File: src/rtl/rv32_pkg.sv
// rtl/rv32_pkg.sv - shared pipeline register types, mem-stage FSM states and constants
package rv32_pkg;

  localparam logic [3:0] MEM_BE_WORD = 4'hF;

  typedef struct packed {
    logic [31:0] alu_result;
    logic [31:0] rs2_data;
    logic [4:0]  rd_addr;
    logic        reg_write;
    logic        mem_read;
    logic        mem_write;
    logic        valid;
  } ex_mem_pipeline_reg_t;

  typedef struct packed {
    logic [31:0] result;
    logic [4:0]  rd_addr;
    logic        reg_write;
    logic        valid;
  } mem_wb_pipeline_reg_t;

  typedef enum logic [1:0] {
    MEM_IDLE,
    MEM_WAIT_GNT,
    MEM_WAIT_RVALID
  } mem_state_e;

  function automatic logic [31:0] word_align(input logic [31:0] addr);
    return {addr[31:2], 2'b00};
  endfunction

endpackage

File: src/rtl/dmem_if_fsm.sv
// rtl/dmem_if_fsm.sv - req/gnt/rvalid data-bus handshake FSM and pipeline stall generation
module dmem_if_fsm
  import rv32_pkg::*;
#(
  parameter int                 DATA_W     = 32,
  parameter logic [DATA_W-1:0]  RESET_ADDR = '0
) (
  input  logic              clk_i,
  input  logic              rst_ni,
  input  logic              i_memop,
  input  logic              i_store,
  input  logic [DATA_W-1:0] i_addr,
  input  logic [DATA_W-1:0] i_wdata,
  input  logic              i_gnt,
  input  logic              i_rvalid,
  output logic              o_req,
  output logic              o_we,
  output logic [DATA_W-1:0] o_addr,
  output logic [DATA_W-1:0] o_wdata,
  output logic [3:0]        o_be,
  output logic              o_stall,
  output logic              o_load_done
);

  mem_state_e        r_state;
  mem_state_e        w_next;
  logic [DATA_W-1:0] r_addr;
  logic [DATA_W-1:0] r_wdata;
  logic              r_we;

  // Request fields are captured on issue so they stay put across WAIT_GNT.
  always_ff @(posedge clk_i or negedge rst_ni) begin
    if (!rst_ni) begin
      r_state <= MEM_IDLE;
      r_addr  <= RESET_ADDR;
      r_wdata <= '0;
      r_we    <= 1'b0;
    end else begin
      r_state <= w_next;
      if (r_state == MEM_IDLE && i_memop) begin
        r_addr  <= word_align(i_addr);
        r_wdata <= i_wdata;
        r_we    <= i_store;
      end
    end
  end

  always_comb begin
    w_next      = r_state;
    o_req       = 1'b0;
    o_we        = 1'b0;
    o_addr      = RESET_ADDR;
    o_wdata     = '0;
    o_be        = '0;
    o_stall     = 1'b0;
    o_load_done = 1'b0;
    case (r_state)
      MEM_IDLE: begin
        if (i_memop) begin
          o_req   = 1'b1;
          o_we    = i_store;
          o_addr  = word_align(i_addr);
          o_wdata = i_wdata;
          o_be    = MEM_BE_WORD;
          o_stall = !(i_gnt && i_store);
          if (i_gnt) w_next = i_store ? MEM_IDLE : MEM_WAIT_RVALID;
          else       w_next = MEM_WAIT_GNT;
        end
      end
      MEM_WAIT_GNT: begin
        o_req   = 1'b1;
        o_we    = r_we;
        o_addr  = r_addr;
        o_wdata = r_wdata;
        o_be    = MEM_BE_WORD;
        o_stall = !(i_gnt && r_we);
        if (i_gnt) w_next = r_we ? MEM_IDLE : MEM_WAIT_RVALID;
      end
      MEM_WAIT_RVALID: begin
        o_stall = !i_rvalid;
        if (i_rvalid) begin
          o_load_done = 1'b1;
          w_next      = MEM_IDLE;
        end
      end
      default: w_next = MEM_IDLE;
    endcase
  end

endmodule

File: src/rtl/mem_stage.sv
// rtl/mem_stage.sv - memory pipeline stage: data-bus access, mem/wb register, forwarding
// Optional misaligned-access trap selected by MEM_STAGE_MISALIGN_CHECK_EN.
module mem_stage
  import rv32_pkg::*;
#(
  parameter int                DATA_W     = 32,
  parameter logic [DATA_W-1:0] RESET_ADDR = 32'h0000_0000
) (
  input  logic                 clk_i,
  input  logic                 rst_ni,
  input  ex_mem_pipeline_reg_t ex_mem_i,
  output logic                 data_req_o,
  output logic                 data_we_o,
  output logic [DATA_W-1:0]    data_addr_o,
  output logic [DATA_W-1:0]    data_wdata_o,
  output logic [3:0]           data_be_o,
  input  logic                 data_gnt_i,
  input  logic                 data_rvalid_i,
  input  logic [DATA_W-1:0]    data_rdata_i,
  output logic                 stall_o,
  output logic [DATA_W-1:0]    fwd_data_o,
  output logic                 misaligned_o,
  output mem_wb_pipeline_reg_t mem_wb_o
);

  logic                 w_memop;
  logic                 w_store;
  logic                 w_misaligned;
  logic                 w_bus_memop;
  logic                 w_stall;
  logic                 w_load_done;
  mem_wb_pipeline_reg_t r_mem_wb;

  assign w_memop = ex_mem_i.valid & (ex_mem_i.mem_read | ex_mem_i.mem_write);
  assign w_store = ex_mem_i.mem_write;

`ifdef MEM_STAGE_MISALIGN_CHECK_EN
  logic r_misaligned;

  assign w_misaligned = w_memop & (ex_mem_i.alu_result[1:0] != 2'b00);

  always_ff @(posedge clk_i or negedge rst_ni) begin
    if (!rst_ni) r_misaligned <= 1'b0;
    else         r_misaligned <= w_misaligned;
  end

  assign misaligned_o = r_misaligned;
`else
  assign w_misaligned = 1'b0;
  assign misaligned_o = 1'b0;
`endif

  assign w_bus_memop = w_memop & ~w_misaligned;

  dmem_if_fsm #(
    .DATA_W     (DATA_W),
    .RESET_ADDR (RESET_ADDR)
  ) u_dmem_if_fsm (
    .clk_i       (clk_i),
    .rst_ni      (rst_ni),
    .i_memop     (w_bus_memop),
    .i_store     (w_store),
    .i_addr      (ex_mem_i.alu_result),
    .i_wdata     (ex_mem_i.rs2_data),
    .i_gnt       (data_gnt_i),
    .i_rvalid    (data_rvalid_i),
    .o_req       (data_req_o),
    .o_we        (data_we_o),
    .o_addr      (data_addr_o),
    .o_wdata     (data_wdata_o),
    .o_be        (data_be_o),
    .o_stall     (w_stall),
    .o_load_done (w_load_done)
  );

  // Stall edges insert a bubble; data fields are held for the write-back stage.
  always_ff @(posedge clk_i or negedge rst_ni) begin
    if (!rst_ni) begin
      r_mem_wb <= '0;
    end else if (w_stall) begin
      r_mem_wb.valid     <= 1'b0;
      r_mem_wb.reg_write <= 1'b0;
    end else begin
      r_mem_wb.result    <= w_load_done ? data_rdata_i : ex_mem_i.alu_result;
      r_mem_wb.rd_addr   <= ex_mem_i.rd_addr;
      r_mem_wb.reg_write <= ex_mem_i.reg_write & ~w_store & ~w_misaligned;
      r_mem_wb.valid     <= ex_mem_i.valid;
    end
  end

  assign stall_o    = w_stall;
  assign fwd_data_o = ex_mem_i.alu_result;
  assign mem_wb_o   = r_mem_wb;

endmodule

File: config.mk
export PLATFORM = sky130hd
export DESIGN_NAME = mem_stage
export DESIGN_NICKNAME = d
export VERILOG_FILES = /design/src/rtl/rv32_pkg.sv /design/src/rtl/dmem_if_fsm.sv /design/src/rtl/mem_stage.sv
export SDC_FILE = /design/constraint.sdc
export NUM_CORES = 1
export LEC_CHECK = 0
export CAP_MARGIN = 20
export CORE_ASPECT_RATIO = 0.75
export CORE_UTILIZATION = 42
export CTS_CLUSTER_SIZE = 28
export DETAILED_ROUTE_END_ITERATION = 10
export PLACE_DENSITY = 0.82
export SLEW_MARGIN = 40
export SYNTH_ARGS = -nofsm -noshare
export SYNTH_HDL_FRONTEND = slang
export SYNTH_SLANG_ARGS = --single-unit
File: constraint.sdc
create_clock -name clk_i -period 2.7 [get_ports clk_i]
set_input_delay 0.54 -clock clk_i [delete_from_list [all_inputs] [get_ports clk_i]]
set_output_delay 0.54 -clock clk_i [all_outputs]
set_load 0.02 [all_outputs]
==> reports/metrics.cfg, run 1 <==
[hold_path]
hold_class = input pin to asynchronous set/reset pin

[synth]
yosysWarnings = 0
syn_inst = 388
syn_avg_cell_area_um2 = 13.8
synth_cell_types = 21
netlist_area_mm2 = 0.00534
ys_seq_area_share_pct = 48.7
synth-seq-cells = 104

[critical_path]
rr_startpoint = u_dmem_if_fsm.r_state[0]
reg2reg_slack_ns = 0.34
crit_required_ns = 2.16
rr_endpoint = mem_wb_o[4]
critPathMaxFanout = 6
arrival_ns = 2.09
ff2ff_path_depth = 6
endpoint_kind = output port
criticalPathCategory = input pin to output port
critPathLaunchType = input pin

[pwr]
sequentialPowerShare_pct = 36.7
switching_power_w = 0.00203
sw_frac_of_total_pct = 32.8
p_int_w = 0.00415
vdd_ir_drop_max_mv = 0.467
p_comb_share_pct = 41.6
pwr-share-clk_pct = 21.6
p_leak_nw = 3.54
powerDensity_mw_per_mm2 = 769

[grt]
grt_usage_pct = 21.4
grt_pass1_vias = 4106
grt_pass1_wl_um = 21900
grt-ovfl-total = 0
antenna_found_initial = 0
grt_max_degree = 58

[routing]
drc = 0
first_pass_iters = 6
wirelength_um = 14100
vias = 4000
drt-initial-drc-count = 94
postRouteAntennaNets = 0
wire_per_inst_um = 18.1
via_per_inst = 5.12

[final_layout]
final_cell_mix = clkdlybuf4s50_1, dfrtp_1, mux2_2
instances_no_fill = 782
area_delta_synth_final_pct = 50.4
final_common_cell = clkdlybuf4s50_1
n_antenna_cell = 0
fin_util_pct = 65.1
nets = 720
num-fill-cells = 951
drive_gt1_share_pct = 39.6

[placed_design]
io_buffers = 248
place_hpwl_um = 9790
place_congestion = 0.807
dp_cells = 760

[clock_tree]
clock-sinks = 104
root_buffer = clkbuf_16
clock_path_buffers = 2
path_clk_slew_ns = 0.07
clk_latency_ns = 0.34
cts_tree = done
cts_buffers = 9
cts_max_level = 3

[die]
initial_core_util_pct = 43.3
core_mm2 = 0.0123
ios = 252
die_h_um = 99.7
fp-row-count = 35
dieWidth_um = 132
dieArea_mm2 = 0.0132

[status]
run_status = completed

[timing]
fmax_mhz = 381
layout_min_cycle_time_ns = 2.63
post-route-period-util_pct = 97.3
final-hold-violation-count = 0
worstMarginPinSlew_ns = 0.744
rsz0062_at_grt = no
slew_viol_final = 0
skew_ns = 0.00670
finalSetupViolCount = 0
slew_headroom_pct = 50.4

[job]
drv_cap = 0

power groups by stage:
stage | clock (W) | combinational (W) | sequential [W]
final | 0.00134 | 0.00257 | 0.00227
after floorplan | 0 | 0.00138 | 0.00242
after detailed placement | 0 | 0.00267 | 0.00228
after global placement | 0 | 0.00263 | 0.00226
after CTS | 0.00138 | 0.00260 | 0.00226
after global routing | 0.00144 | 0.00272 | 0.00232
sequential cells by signal, summed over array words and instances (netlist names):
signal                 count
u_dmem_if_fsm.r_we         1
u_dmem_if_fsm.r_wdata     32
u_dmem_if_fsm.r_state      2
mem_wb_o                  39
u_dmem_if_fsm.r_addr      30
routing by layer:
layer	share of wire, %	wire length, µm	track usage (%)	vias to the layer above
li1	-	-	-	1840
met1	43	6040	26.6	1985
met2	50	7110	37.6	163
met5	0	0	0	-
met3	5.9	829	4.69	12
met4	1.0	146	6.01	0
cells in the mapped netlist:
cell      instances  share of area [%]
dfrtp_1         104                 49
mux2_2           94                 20
a22o_1           63                 10
buf_4            40                5.6
mux2_4           37                 10
buf_2            13                1.2
clkbuf_1         10               0.70
nand2_1           5               0.35
buf_6             4               0.84
nor2_1            3               0.21
a21oi_1           2               0.19
inv_1             2               0.14
nand3_1           2               0.19
nor3b_1           2               0.28
a221o_2           1               0.21
a41o_1            1               0.19
conb_1            1              0.070
nor3_1            1              0.094
nor3b_2           1               0.23
o21a_1            1               0.14
o21ai_0           1              0.094
layout make-up:
type | count | area (µm²) | share of cell area [%]
tap | 166 | 208 | 2.58
clock buffer | 11 | 243 | 3.02
clock inverter | 5 | 63.8 | 0.794
timing repair buffer | 277 | 2590 | 32.3
sequential | 104 | 2600 | 32.4
multi-input combinational | 217 | 2320 | 28.9
inverter | 2 | 7.51 | 0.0934
critical path, stage by stage:
cell,delay (ns)
clkdlybuf4s50_1,0.51
buf_4,0.16
nand3_1,0.08
a21oi_1,0.16
clkdlybuf4s50_1,0.64
kinds of logic after synthesis:
kind of cell | share of synthesized area (%)
buffers and inverters | 8.52
DFF | 48.7
muxes | 30.2
and+or+nand+nor | 1.36
AOI/OAI and AO/OA | 11.1
other | 0.0702
what timing repair did:
| item | 4_1_cts | 5_1_grt |
|---|---|---|
| gates resized for setup | 190 | 37 |
| hold endpoints to repair | 0 | 0 |
| setup buffers | 0 | 3 |
| cloned | 1 | 2 |
| hold buffers | 0 | 0 |
| setup endpoints to repair | 68 | 84 |
per-stage QoR:
step	total power [W]	TNS, ns	hold slack, ns	setup slack [ns]	area (µm²)
finish	0.00618	0	0.149	0.0737	8040
global route	0.00647	0	0.191	0.0224	8040
CTS	0.00624	-0.752	0.283	-0.105	8130
detailed placement	0.00495	-32.47	0.492	-0.364	7850
global placement	0.00489	-27.54	0.490	-0.336	7850
floorplan	0.00380	0	0.244	0.512	5350
how the worst max path moves through the flow:
stage                      from                to  slack, ns  cells after the start
floorplan           ex_mem_i[0]   data_addr_o[10]       0.51                      6
finish              ex_mem_i[1]         data_we_o       0.07                      5
global route        ex_mem_i[1]         data_we_o       0.02                      5
global placement    ex_mem_i[0]   data_wdata_o[6]      -0.34                      6
detailed placement  ex_mem_i[0]  data_wdata_o[21]      -0.36                      6
CTS                 ex_mem_i[0]  data_wdata_o[24]      -0.10                      6
No activity file was read; power rests on OpenSTA's default activity.
==> run 2, diff against run 1 <==
--- a/config.mk
+++ b/config.mk
@@ -5,7 +5,6 @@
 export SDC_FILE = /design/constraint.sdc
 export NUM_CORES = 1
 export LEC_CHECK = 0
-export CAP_MARGIN = 20
 export CORE_ASPECT_RATIO = 0.75
 export CORE_UTILIZATION = 42
 export CTS_CLUSTER_SIZE = 28
==> constraint.sdc (replaced) <==
create_clock -name clk_i -period 2.7 [get_ports clk_i]
set_input_delay 0.54 -clock clk_i [delete_from_list [all_inputs] [get_ports clk_i]]
set_output_delay 0.54 -clock clk_i [all_outputs]
set_load 0.005 [all_outputs]
==> run 2 against run 1 <==
- sequential power about the same
- flip-flop and latch count unchanged
- global-route usage increased by 0.56 points
- die area unchanged
- wire length is 4.4% higher
- combinational power is 9.7% lower
- register-to-register slack improved by 0.11 ns
- largest cell class is now non-clock buffers
==> reports/metrics.cfg, run 2 (synthesized netlist as in run 1, its figures left out) <==
[status]
run_status = completed

[timing]
fmax_mhz = 382
slew_viol_final = 0
post-route-period-util_pct = 96.9
layout_min_cycle_time_ns = 2.62
skew_ns = 0.00622
worstMarginPinSlew_ns = 0.711
final-hold-violation-count = 0
finalSetupViolCount = 0
finalSetupTns_ns = 0
slew_headroom_pct = 52.6
setup_ws_ns = 0.0845

[routing]
wire_per_inst_um = 18.6
via_per_inst = 5.14
drt-initial-drc-count = 109
drc = 0
wirelength_um = 14800
postRouteAntennaNets = 0
first_pass_iters = 4
vias = 4086

[placed_design]
io_buffers = 248
place_congestion = 0.816
place_hpwl_um = 9890
pre_cts_ws_ns = -0.268
dp_cells = 761

[clock_tree]
clock-sinks = 104
clock_path_buffers = 2
root_buffer = clkbuf_16
clk_latency_ns = 0.34
cts_tree = done
cts_buffers = 9
path_clk_slew_ns = 0.06
cts_max_level = 3

[final_layout]
final_common_cell = clkdlybuf4s50_1
largest_reg_flops = 39
instances_no_fill = 795
num-fill-cells = 894
area_delta_synth_final_pct = 58.8
nets = 735
final_cell_mix = clkdlybuf4s50_1, dfrtp_1, mux2_2
drive_gt1_share_pct = 31.2
n_antenna_cell = 0

[grt]
grt_pass1_wl_um = 22700
grt_usage_pct = 21.9
grt_pass1_vias = 4166
antenna_found_initial = 0
grt_max_degree = 55
grt-ovfl-total = 0

[critical_path]
crit_required_ns = 2.16
critPathMaxFanout = 12
critPathTopFamily = buffers and inverters
crit_chain = clkdlybuf4s15_1 -> nor3b_4 -> o21a_4 -> buf_12 -> buf_6 -> buf_16 -> buf_8 -> a22o_1 -> dlygate4sd2_1
rr_endpoint = mem_wb_o[16]
cpPeakStageDelay_ns = 0.26
crit_path_start = ex_mem_i[0]
crit_slowest_cell = dlygate4sd2_1
criticalPathCategory = input pin to output port
critPathBufInv = 6
endpoint_kind = output port
reg2reg_slack_ns = 0.45
arrival_ns = 2.08
rr_startpoint = u_dmem_if_fsm.r_state[0]
crit_cells = 9
ff2ff_path_depth = 7
endpoint = data_wdata_o[1]
critPathLaunchType = input pin

[pwr]
vdd_ir_drop_max_mv = 0.392
p_leak_nw = 4.00
powerDensity_mw_per_mm2 = 702

[die]
initial_core_util_pct = 43.3
dieWidth_um = 132
core_mm2 = 0.0123
dieArea_mm2 = 0.0132
ios = 252
fp-row-count = 35
die_h_um = 99.7

[job]
drv_cap = 0

[hold_path]
hold_class = input pin to asynchronous set/reset pin

## run 2: worst register-to-register path: stages, from the launching register on
cell	delay, ns
dfrtp_2	0.45
nor3b_4	0.21
o21a_4	0.21
buf_12	0.17
a221o_2	0.17
buf_4	0.32
buf_12	0.28
mux2_4	0.33
## run 2: worst min-delay path by stage
stage                                         start                   endpoint  cells after the start
final                                        rst_ni               mem_wb_o[22]                      1
after floorplan                              rst_ni                mem_wb_o[0]                      0
after global placement    u_dmem_if_fsm.r_wdata[13]  u_dmem_if_fsm.r_wdata[13]                      1
after global routing                         rst_ni               mem_wb_o[22]                      1
after CTS                                    rst_ni               mem_wb_o[22]                      1
after detailed placement               mem_wb_o[23]               mem_wb_o[23]                      1
## run 2: per-layer routing
layer  GRT usage, %  vias to the layer above  wire length [µm]
li1               -                     1866                 -
met1           28.7                     2039              6480
met3           4.99                        8               910
met2           37.3                      173              7270
met5              0                        -                 0
met4           4.86                        0                95
## run 2: repair_timing
item / 4_1_cts / 5_1_grt
gates cloned: 3 / 1
buffers inserted: 15 / 2
pin swaps: 2 / 0
hold buffers: 0 / 0
endpoints found under the setup margin: 63 / 15
gates resized for setup: 30 / 28
## run 2: through the flow
step,util [%],total power [W],hold WS [ns],cell area (µm²)
4_1_cts,67.9,0.00602,0.267,8390
6_report,68.7,0.00596,0.251,8490
2_1_floorplan,-,0.00336,0.244,5350
3_3_place_gp,63.8,0.00447,0.490,7880
5_1_grt,68.7,0.00625,0.310,8490
3_5_place_dp,63.8,0.00454,0.490,7880
## run 2: area by class of cell
type / instances / area [µm²] / area share, %
inverters: 2 / 7.51 / 0.0885
clock inverters: 3 / 67.6 / 0.796
repair buffers: 292 / 3040 / 35.8
clock buffers: 11 / 243 / 2.86
flip-flops and latches: 104 / 2610 / 30.7
well taps: 166 / 208 / 2.45
multi-input cells: 217 / 2320 / 27.3
## run 2: report_power, final
group | switching, W | internal, W | total, W
combinational | 0.000781 | 0.00154 | 0.00232
clock | 0.000540 | 0.000828 | 0.00137
sequential | 0.000260 | 0.00201 | 0.00227
==> run 3, diff against run 2 <==
--- a/config.mk
+++ b/config.mk
@@ -7,10 +7,9 @@
 export LEC_CHECK = 0
 export CORE_ASPECT_RATIO = 0.75
 export CORE_UTILIZATION = 42
-export CTS_CLUSTER_SIZE = 28
 export DETAILED_ROUTE_END_ITERATION = 10
 export PLACE_DENSITY = 0.82
-export SLEW_MARGIN = 40
 export SYNTH_ARGS = -nofsm -noshare
 export SYNTH_HDL_FRONTEND = slang
 export SYNTH_SLANG_ARGS = --single-unit
+export TNS_END_PERCENT = 20
==> run 3 against run 2 <==
- the flow now finishes with violations (setup timing)
- hold slack better by 0.0031 ns
- sequential share of layout area up 0.64 points
- flip-flop and latch count unchanged
- via count down 1.5%
- clock power about the same
- final cell count down 1.4%
- final area down 2.0%
- utilization down 1.4 points
- global-route usage down 0.36 points
- sequential power about the same
- non-clock buffer count down 11
- largest cell class unchanged
- largest power group unchanged
==> reports/metrics.cfg, run 3 (synthesized netlist as in run 1, its figures left out) <==
[status]
run_status = complete, but fails checks
violations = setup timing

[critical_path]
endpoint = data_wdata_o[13]
criticalPathCategory = register to output port
critPathLaunchType = register
crit_required_ns = 2.16
ff2ff_path_depth = 7
critPathMaxFanout = 18
crit_slowest_cell = clkdlybuf4s50_1
cpPeakStageDelay_ns = 0.49
reg2reg_slack_ns = 0.43
rr_endpoint = mem_wb_o[16]
crit_chain = nor3b_4 -> o21a_4 -> bufbuf_16 -> a22o_1 -> clkdlybuf4s50_1
crit_path_start = u_dmem_if_fsm.r_state[0]
endpoint_kind = output port
rr_startpoint = u_dmem_if_fsm.r_state[0]
arrival_ns = 2.19

[placed_design]
dp_cells = 761
place_hpwl_um = 9890
placed_area_mm2 = 0.00788
io_buffers = 248
place_congestion = 0.816

[final_layout]
drive_gt1_share_pct = 29.9
instances_no_fill = 784
largest_reg_flops = 39
final_cell_area_mm2 = 0.00831
nets = 724
area_delta_synth_final_pct = 55.5
final_common_cell = clkdlybuf4s50_1
n_antenna_cell = 0
final_cell_mix = clkdlybuf4s50_1, dfrtp_1, mux2_2

[timing]
post-route-period-util_pct = 101
rsz0062_at_grt = yes
worstMarginPinSlew_ns = 0.710
final-hold-violation-count = 0
layout_min_cycle_time_ns = 2.73
fmax_mhz = 367
slew_headroom_pct = 52.7
finalSetupViolCount = 2
skew_ns = 0.00899
slew_viol_final = 0
setup_ws_ns = -0.0268

[clock_tree]
clock-sinks = 104
cts_buffers = 9
cts_max_level = 3
root_buffer = clkbuf_16
clk_latency_ns = 0.34
hold_buffers = 0
cts_tree = done
clock_path_buffers = 2
path_clk_slew_ns = 0.06

[grt]
grt_max_degree = 55
grt-ovfl-total = 0
antenna_found_initial = 0
grt_usage_pct = 21.6
grt_pass1_wl_um = 22300
grt_pass1_vias = 4106

[routing]
via_per_inst = 5.13
vias = 4024
wire_per_inst_um = 18.1
first_pass_iters = 4
drc = 0
drt-initial-drc-count = 118
wirelength_um = 14200
postRouteAntennaNets = 0

[die]
initial_core_util_pct = 43.3
dieWidth_um = 132
dieArea_mm2 = 0.0132
ios = 252
die_h_um = 99.7
core_mm2 = 0.0123
fp-row-count = 35

[pwr]
p_leak_nw = 3.60
powerDensity_mw_per_mm2 = 711
vdd_ir_drop_max_mv = 0.355

[job]
drv_cap = 0

[hold_path]
hold_class = input pin to asynchronous set/reset pin

==> run 3: worst max-delay path, delay by kind of cell (launching register included) <==
kind,cells,cell delay (ns)
flip-flops,1,0.45
buffers and inverters,2,0.81
AND/OR/NAND/NOR,1,0.21
AO/OA/AOI/OAI,2,0.38
==> run 3: area by class of cell <==
cell class	instances	area, µm²
fillers	924	4040
repair buffers	281	2860
flip-flops and latches	104	2610
multi-input cells	217	2320
clock buffers	11	243
well taps	166	208
clock inverters	3	67.6
inverters	2	7.51
==> run 3: metrics by stage <==
step           setup WS (ns)  TNS (ns)  power, W  hold slack, ns  util (%)
2_1_floorplan          0.612         0   0.00336           0.244         -
3_3_place_gp          -0.234    -16.92   0.00447           0.490      63.8
3_5_place_dp          -0.268    -19.44   0.00454           0.490      63.8
4_1_cts              -0.0480    -0.105   0.00598           0.267      67.3
5_1_grt               -0.106    -0.298   0.00620           0.304      67.3
6_report             -0.0268   -0.0472   0.00591           0.254      67.3
==> run 3: per-layer routing <==
layer / part of all wire, % / GRT usage (%)
met3: 5.5 / 4.94
met2: 49 / 37.0
met5: 0 / 0
met4: 0.73 / 4.86
met1: 44 / 27.9
==> run 3: how the worst min path moves through the flow <==
| stage | to | slack (ns) | depth (start not counted) | start |
|---|---|---|---|---|
| finish | mem_wb_o[22] | 0.25 | 1 | rst_ni |
| detailed placement | mem_wb_o[23] | 0.49 | 1 | mem_wb_o[23] |
| global placement | u_dmem_if_fsm.r_wdata[13] | 0.49 | 1 | u_dmem_if_fsm.r_wdata[13] |
| global route | mem_wb_o[22] | 0.30 | 1 | rst_ni |
| floorplan | mem_wb_o[0] | 0.24 | 0 | rst_ni |
| CTS | mem_wb_o[22] | 0.27 | 1 | rst_ni |
==> run 3: power by group <==
group          total (W)  switching, W  internal (W)
Clock            0.00136      0.000535      0.000828
Sequential       0.00227      0.000259       0.00201
Combinational    0.00228      0.000759       0.00152
==> run 3: what timing repair did <==
| action | in CTS | in global routing |
|---|---|---|
| gates cloned | 3 | 0 |
| setup buffers | 6 | 0 |
| endpoints found under the setup margin | 63 | 5 |
| gates resized for setup | 34 | 2 |
| endpoints found under the hold margin | 0 | 0 |
| pin swaps | 2 | 0 |
